--- config.mk ---
export PLATFORM = sky130hd
export DESIGN_NAME = move_controller
export DESIGN_NICKNAME = d
export VERILOG_FILES = /design/src/rtl/move_controller.sv
export SDC_FILE = /design/constraint.sdc
export NUM_CORES = 1
export LEC_CHECK = 0
export BUFFER_PORTS_ARGS = -buffer_cell sky130_fd_sc_hd__buf_2
export CAP_MARGIN = 20
export CORE_MARGIN = 2
export CORE_UTILIZATION = 50
export CTS_CLUSTER_DIAMETER = 120
export CTS_CLUSTER_SIZE = 12
export DETAILED_ROUTE_END_ITERATION = 7
export PLACE_DENSITY = 0.87
export SYNTH_ARGS = -nofsm -noshare
export SYNTH_HDL_FRONTEND = slang
export SYNTH_SLANG_ARGS = --single-unit
--- constraint.sdc ---
create_clock -name clk -period 3.1 [get_ports clk]
set_input_delay 0.155 -clock clk [delete_from_list [all_inputs] [get_ports clk]]
set_output_delay 0.155 -clock clk [all_outputs]
set_load 0.05 [all_outputs]
--- src/rtl/move_controller.sv ---
`default_nettype none
// ============================================================================
// Module   : move_controller
// Purpose  : Turn-based move arbiter for a 3x3 board: validates moves, writes
//            them to the board, waits for refresh, then scans for win/draw.
// Revision : 1.0 - initial release
// ============================================================================
module move_controller #(
  parameter int CELLS       = 9,
  parameter int STATE_W     = 2,
  parameter int INDEX_W     = 4,
  parameter int REF_TIMEOUT = 15
) (
  input  logic                     clk,
  input  logic                     reset_n,
  input  logic                     new_game,
  input  logic                     move_valid,
  input  logic [INDEX_W-1:0]       move_loc,
  output logic                     move_ready,
  input  logic [CELLS*STATE_W-1:0] board_state,
  input  logic                     refresh,
  output logic [INDEX_W-1:0]       update_loc,
  output logic [STATE_W-1:0]       update_val,
  output logic                     submit,
  output logic                     board_reset,
  output logic [STATE_W-1:0]       turn,
  output logic                     reject,
  output logic                     game_over,
  output logic [STATE_W-1:0]       winner,
  output logic                     fault
);

  localparam int                 c_cnt_w  = $clog2(REF_TIMEOUT + 1);
  localparam logic [STATE_W-1:0] c_empty  = '0;
  localparam logic [STATE_W-1:0] c_x      = STATE_W'(1);
  localparam logic [STATE_W-1:0] c_o      = STATE_W'(2);

  typedef enum logic [2:0] {
    S_IDLE     = 3'd0,
    S_CHECK    = 3'd1,
    S_SUBMIT   = 3'd2,
    S_WAIT_REF = 3'd3,
    S_SCAN     = 3'd4,
    S_DONE     = 3'd5,
    S_CLEAR    = 3'd6
  } state_t;

  state_t               r_state;
  state_t               w_next;
  logic [INDEX_W-1:0]   r_loc;
  logic [c_cnt_w-1:0]   r_cnt;
  logic [2:0]           r_line;
  logic [STATE_W-1:0]   r_turn;
  logic [STATE_W-1:0]   r_winner;
  logic                 r_game_over;
  logic                 r_fault;
  logic                 r_reject;
  logic                 r_submit;
  logic                 r_board_reset;
  logic [INDEX_W-1:0]   r_update_loc;
  logic [STATE_W-1:0]   r_update_val;

  logic                 w_latch;
  logic                 w_reject;
  logic                 w_load;
  logic                 w_timeout;
  logic                 w_win;
  logic                 w_draw;
  logic                 w_toggle;
  logic                 w_clear;
  logic                 w_illegal;
  logic                 w_line_win;
  logic                 w_any_empty;
  logic [3*INDEX_W-1:0] w_line_idx;

  // Constant-index mux keeps every board select in range for any index value.
  function automatic logic [STATE_W-1:0] cell_at(
    input logic [CELLS*STATE_W-1:0] b,
    input logic [INDEX_W-1:0]       idx
  );
    logic [STATE_W-1:0] v;
    v = '0;
    for (int i = 0; i < CELLS; i++) begin
      if (idx == INDEX_W'(i)) v = b[i*STATE_W +: STATE_W];
    end
    return v;
  endfunction

  function automatic logic [3*INDEX_W-1:0] line_cells(input logic [2:0] line);
    logic [INDEX_W-1:0] a, b, c;
    case (line)
      3'd0:    begin a = INDEX_W'(0); b = INDEX_W'(1); c = INDEX_W'(2); end
      3'd1:    begin a = INDEX_W'(3); b = INDEX_W'(4); c = INDEX_W'(5); end
      3'd2:    begin a = INDEX_W'(6); b = INDEX_W'(7); c = INDEX_W'(8); end
      3'd3:    begin a = INDEX_W'(0); b = INDEX_W'(3); c = INDEX_W'(6); end
      3'd4:    begin a = INDEX_W'(1); b = INDEX_W'(4); c = INDEX_W'(7); end
      3'd5:    begin a = INDEX_W'(2); b = INDEX_W'(5); c = INDEX_W'(8); end
      3'd6:    begin a = INDEX_W'(0); b = INDEX_W'(4); c = INDEX_W'(8); end
      default: begin a = INDEX_W'(2); b = INDEX_W'(4); c = INDEX_W'(6); end
    endcase
    return {a, b, c};
  endfunction

  always_comb begin
    w_illegal   = (r_loc >= INDEX_W'(CELLS)) || (cell_at(board_state, r_loc) != c_empty);
    w_line_idx  = line_cells(r_line);
    w_line_win  = (cell_at(board_state, w_line_idx[3*INDEX_W-1:2*INDEX_W]) == r_turn) &&
                  (cell_at(board_state, w_line_idx[2*INDEX_W-1:INDEX_W])   == r_turn) &&
                  (cell_at(board_state, w_line_idx[INDEX_W-1:0])           == r_turn);
    w_any_empty = 1'b0;
    for (int i = 0; i < CELLS; i++) begin
      if (board_state[i*STATE_W +: STATE_W] == c_empty) w_any_empty = 1'b1;
    end
  end

  always_ff @(posedge clk or negedge reset_n) begin
    if (!reset_n) r_state <= S_IDLE;
    else          r_state <= w_next;
  end

  always_comb begin
    w_next    = r_state;
    w_latch   = 1'b0;
    w_reject  = 1'b0;
    w_load    = 1'b0;
    w_timeout = 1'b0;
    w_win     = 1'b0;
    w_draw    = 1'b0;
    w_toggle  = 1'b0;
    w_clear   = 1'b0;
    if (new_game) begin
      w_next  = S_CLEAR;
      w_clear = 1'b1;
    end else begin
      case (r_state)
        S_IDLE: begin
          if (move_valid) begin
            w_latch = 1'b1;
            w_next  = S_CHECK;
          end
        end
        S_CHECK: begin
          if (w_illegal) begin
            w_reject = 1'b1;
            w_next   = S_IDLE;
          end else begin
            w_load = 1'b1;
            w_next = S_SUBMIT;
          end
        end
        S_SUBMIT: w_next = S_WAIT_REF;
        S_WAIT_REF: begin
          if (refresh) begin
            w_next = S_SCAN;
          end else if (r_cnt == c_cnt_w'(REF_TIMEOUT - 1)) begin
            w_timeout = 1'b1;
            w_next    = S_DONE;
          end
        end
        S_SCAN: begin
          if (w_line_win) begin
            w_win  = 1'b1;
            w_next = S_DONE;
          end else if (r_line == 3'd7) begin
            if (w_any_empty) begin
              w_toggle = 1'b1;
              w_next   = S_IDLE;
            end else begin
              w_draw = 1'b1;
              w_next = S_DONE;
            end
          end
        end
        S_DONE:  w_next = S_DONE;
        S_CLEAR: w_next = S_IDLE;
        default: w_next = S_IDLE;
      endcase
    end
  end

  always_ff @(posedge clk or negedge reset_n) begin
    if (!reset_n) begin
      r_loc         <= '0;
      r_cnt         <= '0;
      r_line        <= '0;
      r_turn        <= c_x;
      r_winner      <= '0;
      r_game_over   <= 1'b0;
      r_fault       <= 1'b0;
      r_reject      <= 1'b0;
      r_submit      <= 1'b0;
      r_board_reset <= 1'b0;
      r_update_loc  <= '0;
      r_update_val  <= '0;
    end else begin
      r_reject      <= w_reject;
      r_submit      <= w_load;
      r_board_reset <= w_clear;
      if (w_latch) r_loc <= move_loc;
      if (r_state == S_WAIT_REF) r_cnt <= r_cnt + 1'b1;
      else                       r_cnt <= '0;
      if (r_state == S_SCAN) r_line <= r_line + 3'd1;
      else                   r_line <= '0;
      if (w_load) begin
        r_update_loc <= r_loc;
        r_update_val <= r_turn;
      end
      // Clearing on entry to CLEAR means the strobe cycle already shows a fresh game.
      if (w_clear) begin
        r_turn      <= c_x;
        r_winner    <= '0;
        r_game_over <= 1'b0;
        r_fault     <= 1'b0;
      end else begin
        if (w_toggle)  r_turn <= (r_turn == c_x) ? c_o : c_x;
        if (w_win) begin
          r_winner    <= r_turn;
          r_game_over <= 1'b1;
        end
        if (w_draw) begin
          r_winner    <= '0;
          r_game_over <= 1'b1;
        end
        if (w_timeout) r_fault <= 1'b1;
      end
    end
  end

  assign move_ready  = (r_state == S_IDLE);
  assign update_loc  = r_update_loc;
  assign update_val  = r_update_val;
  assign submit      = r_submit;
  assign board_reset = r_board_reset;
  assign turn        = r_turn;
  assign reject      = r_reject;
  assign game_over   = r_game_over;
  assign winner      = r_winner;
  assign fault       = r_fault;

endmodule
`default_nettype wire
==> summary.txt <==
PwrDens -> 455.8 nW/um^2
Post-synth ARST share -> 100.0%
CTS sink count -> 29
largest net degree at the start of global routing -> 30
Mapped Avg Cell Area -> 8.984 um^2
CTS tree -> done
initial antenna violation count -> 0
Sw Ratio -> 35.21%
Routed wire per std cell -> 16.41 um
CP max FO -> 7
Layout Skew -> 0.005279 ns
remaining antenna violation count after routing -> 0
Max Slew Vio Count -> 0
postcts setup bufs -> 0
GRT Total Usage -> 23.04%
final WL -> 5745 um
Detailed Place HPWL -> 4253 um
Starting Density -> 51.58%
fill count -> 352
Vias -> 2105
switching power -> 426.3 uW
min Tclk post-route -> 2.930 ns
# nets final -> 334
I/O Pins -> 43
Tightest Hold Check Type -> input port to flop
headroom to the max-slew limit -> 58.00%
Slowest-stage cell, CP -> dfrtp_2
area grow syn2layout -> 18.27%
die area -> 5044 um^2
CP Capture Type -> flop
RSZ-0062 raised after global routing -> no
Reg power frac -> 38.5%
Comb power frac -> 33.4%
via/cell ratio -> 6.014
setup_tns -> 0 ns
CTS H-tree depth -> 2
share of the synthesized area in the top cell type -> 31.20%
Final Hold Fails -> 0
crit-path max cell delay -> 0.45 ns
port buffer count -> 42
area leader, netlist -> dfrtp_1
layout cells sized above 1 -> 30.87%
die width -> 71.02 um
Synth cell types -> 63
critical path class -> flop to flop
Critical Path AT -> 3.10 ns
Core Area -> 4354 um^2
WP data required -> 3.27 ns
Clock Pin Slew Worst Setup and Hold Paths -> 0.06 ns
clock root buffer -> clkbuf_8
Startpoint Class -> flop
Int Power -> 784.4 uW
Remaining Overflow, GRT -> 0
actual slew at the worst max-slew pin -> 0.6243 ns
first-pass GRT wire length -> 9356 um
LEAKAGE -> 1.258 nW
gpl congestion -> 0.9498
most frequent cells in the layout -> buf_2 (42), nor2_1 (28), dfrtp_1 (27)
status -> finished, final reports clean
final setup fails -> 0
CTS buffer count -> 5
warnings from Yosys -> 0
n_diodes -> 0
Bufs and invs on worst path -> 1
Top FF cell, synth -> dfrtp_1
later-pin clock latency in the skew report -> 0.28 ns
synth top area cells -> dfrtp_1 (31%), mux2_2 (6.5%), ha_1 (5.6%)
Clock power frac -> 28.1%
crit-path cells -> inv_1 -> ha_1 -> o21bai_1 -> a311oi_2 -> nor3b_4 -> a22oi_1 -> a211o_1 -> a22oi_4 -> nand4b_2 -> mux2_1
1st-pass router iterations -> 4
Post-Syn Area -> 2246 um^2
Max Fclk -> 0.3413 GHz
final period utilization -> 94.52%
Seq/Total Area, Yosys -> 32.37%
syn_nets -> 287
drt drc -> 0
drt first-iter violations -> 363
VDD IR max -> 302.3 uV
vias in the first global route -> 2000
Post-synth EDFFs -> 0
CP delay by family, top -> compound AO/OA/AOI/OAI gates
CTS Buffer Depth -> 2
most common cell after layout, fill and taps aside -> buf_2
Synth Instances -> 250
num rows -> 24
Die Height -> 71.02 um
total power -> 1.211 mW
max_cap viols -> 0
Seq cells post-synth -> 29
-- worst reg2reg max path: cells and delay by family (launching register included) --
kind	cells	cell delay, ns
fa+ha+maj	1	0.20
flops	1	0.45
mux	1	0.33
buf+inv	1	0.17
simple gates	2	0.48
compound gates	5	1.19
-- state kept, by name (all words and copies together), names as in the netlist --
register / count
fault: 1
reject: 1
board_reset: 1
r_loc: 4
game_over: 1
submit: 1
r_line: 3
update_loc: 4
r_cnt: 4
r_state: 3
turn: 2
winner: 2
update_val: 2
-- power groups by stage --
stage	sequential, mW	clock, mW	combinational [mW]
6_report	0.466	0.341	0.404
4_1_cts	0.464	0.345	0.396
2_1_floorplan	0.471	0	0.275
3_3_place_gp	0.468	0	0.385
5_1_grt	0.471	0.362	0.444
3_5_place_dp	0.470	0	0.390
-- layout make-up --
class	instances	area, um^2	area share [%]
multi-input cells	192	1403	52.80
flip-flops and latches	29	728.2	27.41
repair buffers	54	302.8	11.40
clock buffers	7	96.34	3.627
well taps	52	65.06	2.449
inverters	15	56.30	2.120
clock inverters	1	5.005	0.1884
-- path summary, 6_finish.rpt --
path                             start   endpoint  depth (start not counted)  slack (ns)
setup / recovery             r_line[0]    turn[1]                         10        0.17
hold reg to reg               r_cnt[0]   r_cnt[0]                          1        0.48
setup reg to reg             r_line[0]    turn[1]                         10        0.17
min in group asynchronous      reset_n   r_cnt[3]                          2        0.42
hold / removal             move_loc[0]   r_loc[0]                          2        0.10
max in group asynchronous      reset_n  r_line[0]                          2        2.23
-- synth_stat cells, drive strengths merged (2+ instances only) --
cell type  number
a22oi           4
dfrtp          28
a21oi          10
clkbuf          7
mux2           15
a211oi          5
nor3b           6
inv            15
o22ai           3
o211ai          6
o2111ai         3
nor4b           3
nand2          15
nand2b          5
ha             10
a31oi           2
nor2           28
o21ai          10
or3b            2
nand4           3
a2bb2oi         3
and4b           2
o2bb2ai         4
nor4            3
buf             7
or3             2
nor2b           7
a211o           2
nand3           5
mux2i           3
nor3            9
and3            2
o41ai           2
-- per-layer routing --
metal	GRT usage, %	vias up	wire length (um)
met4	5.241	0	80
met2	36.14	81	2671
met3	5.698	12	368
li1	-	1021	-
met1	32.43	991	2624
met5	0	-	0
-- through the flow --
stage | std cells | setup WS, ns | cell area, um^2 | hold slack [ns] | util (%)
finish | 350 | 0.1698 | 2656 | 0.1045 | 61.01
global route | 350 | 0.009533 | 2656 | 0.1056 | 61.01
CTS | 350 | 0.1541 | 2640 | 0.1062 | 60.63
detailed placement | 341 | 0.1728 | 2529 | 0.2112 | 58.07
global placement | 341 | 0.2952 | 2529 | 0.2015 | 58.07
floorplan | 250 | 0.2204 | 2246 | -0.1406 | -
-- logic make-up after synthesis --
kind of cell / Yosys count / synth area share, %
AO/OA/AOI/OAI: 63 / 20.78
XOR/XNOR: 2 / 0.7801
adder cells (fa/ha/maj): 10 / 5.571
buffers and inverters: 29 / 5.849
flip-flops: 29 / 32.37
multiplexers: 19 / 10.03
AND/OR/NAND/NOR: 98 / 24.62
-- timing repair --
action                     4_1_cts  5_1_grt
hold buffers                     1        0
resized for setup                0        4
setup endpoints to repair        0        1
hold endpoints to repair        28        0
(Power assumes the default switching activity.)
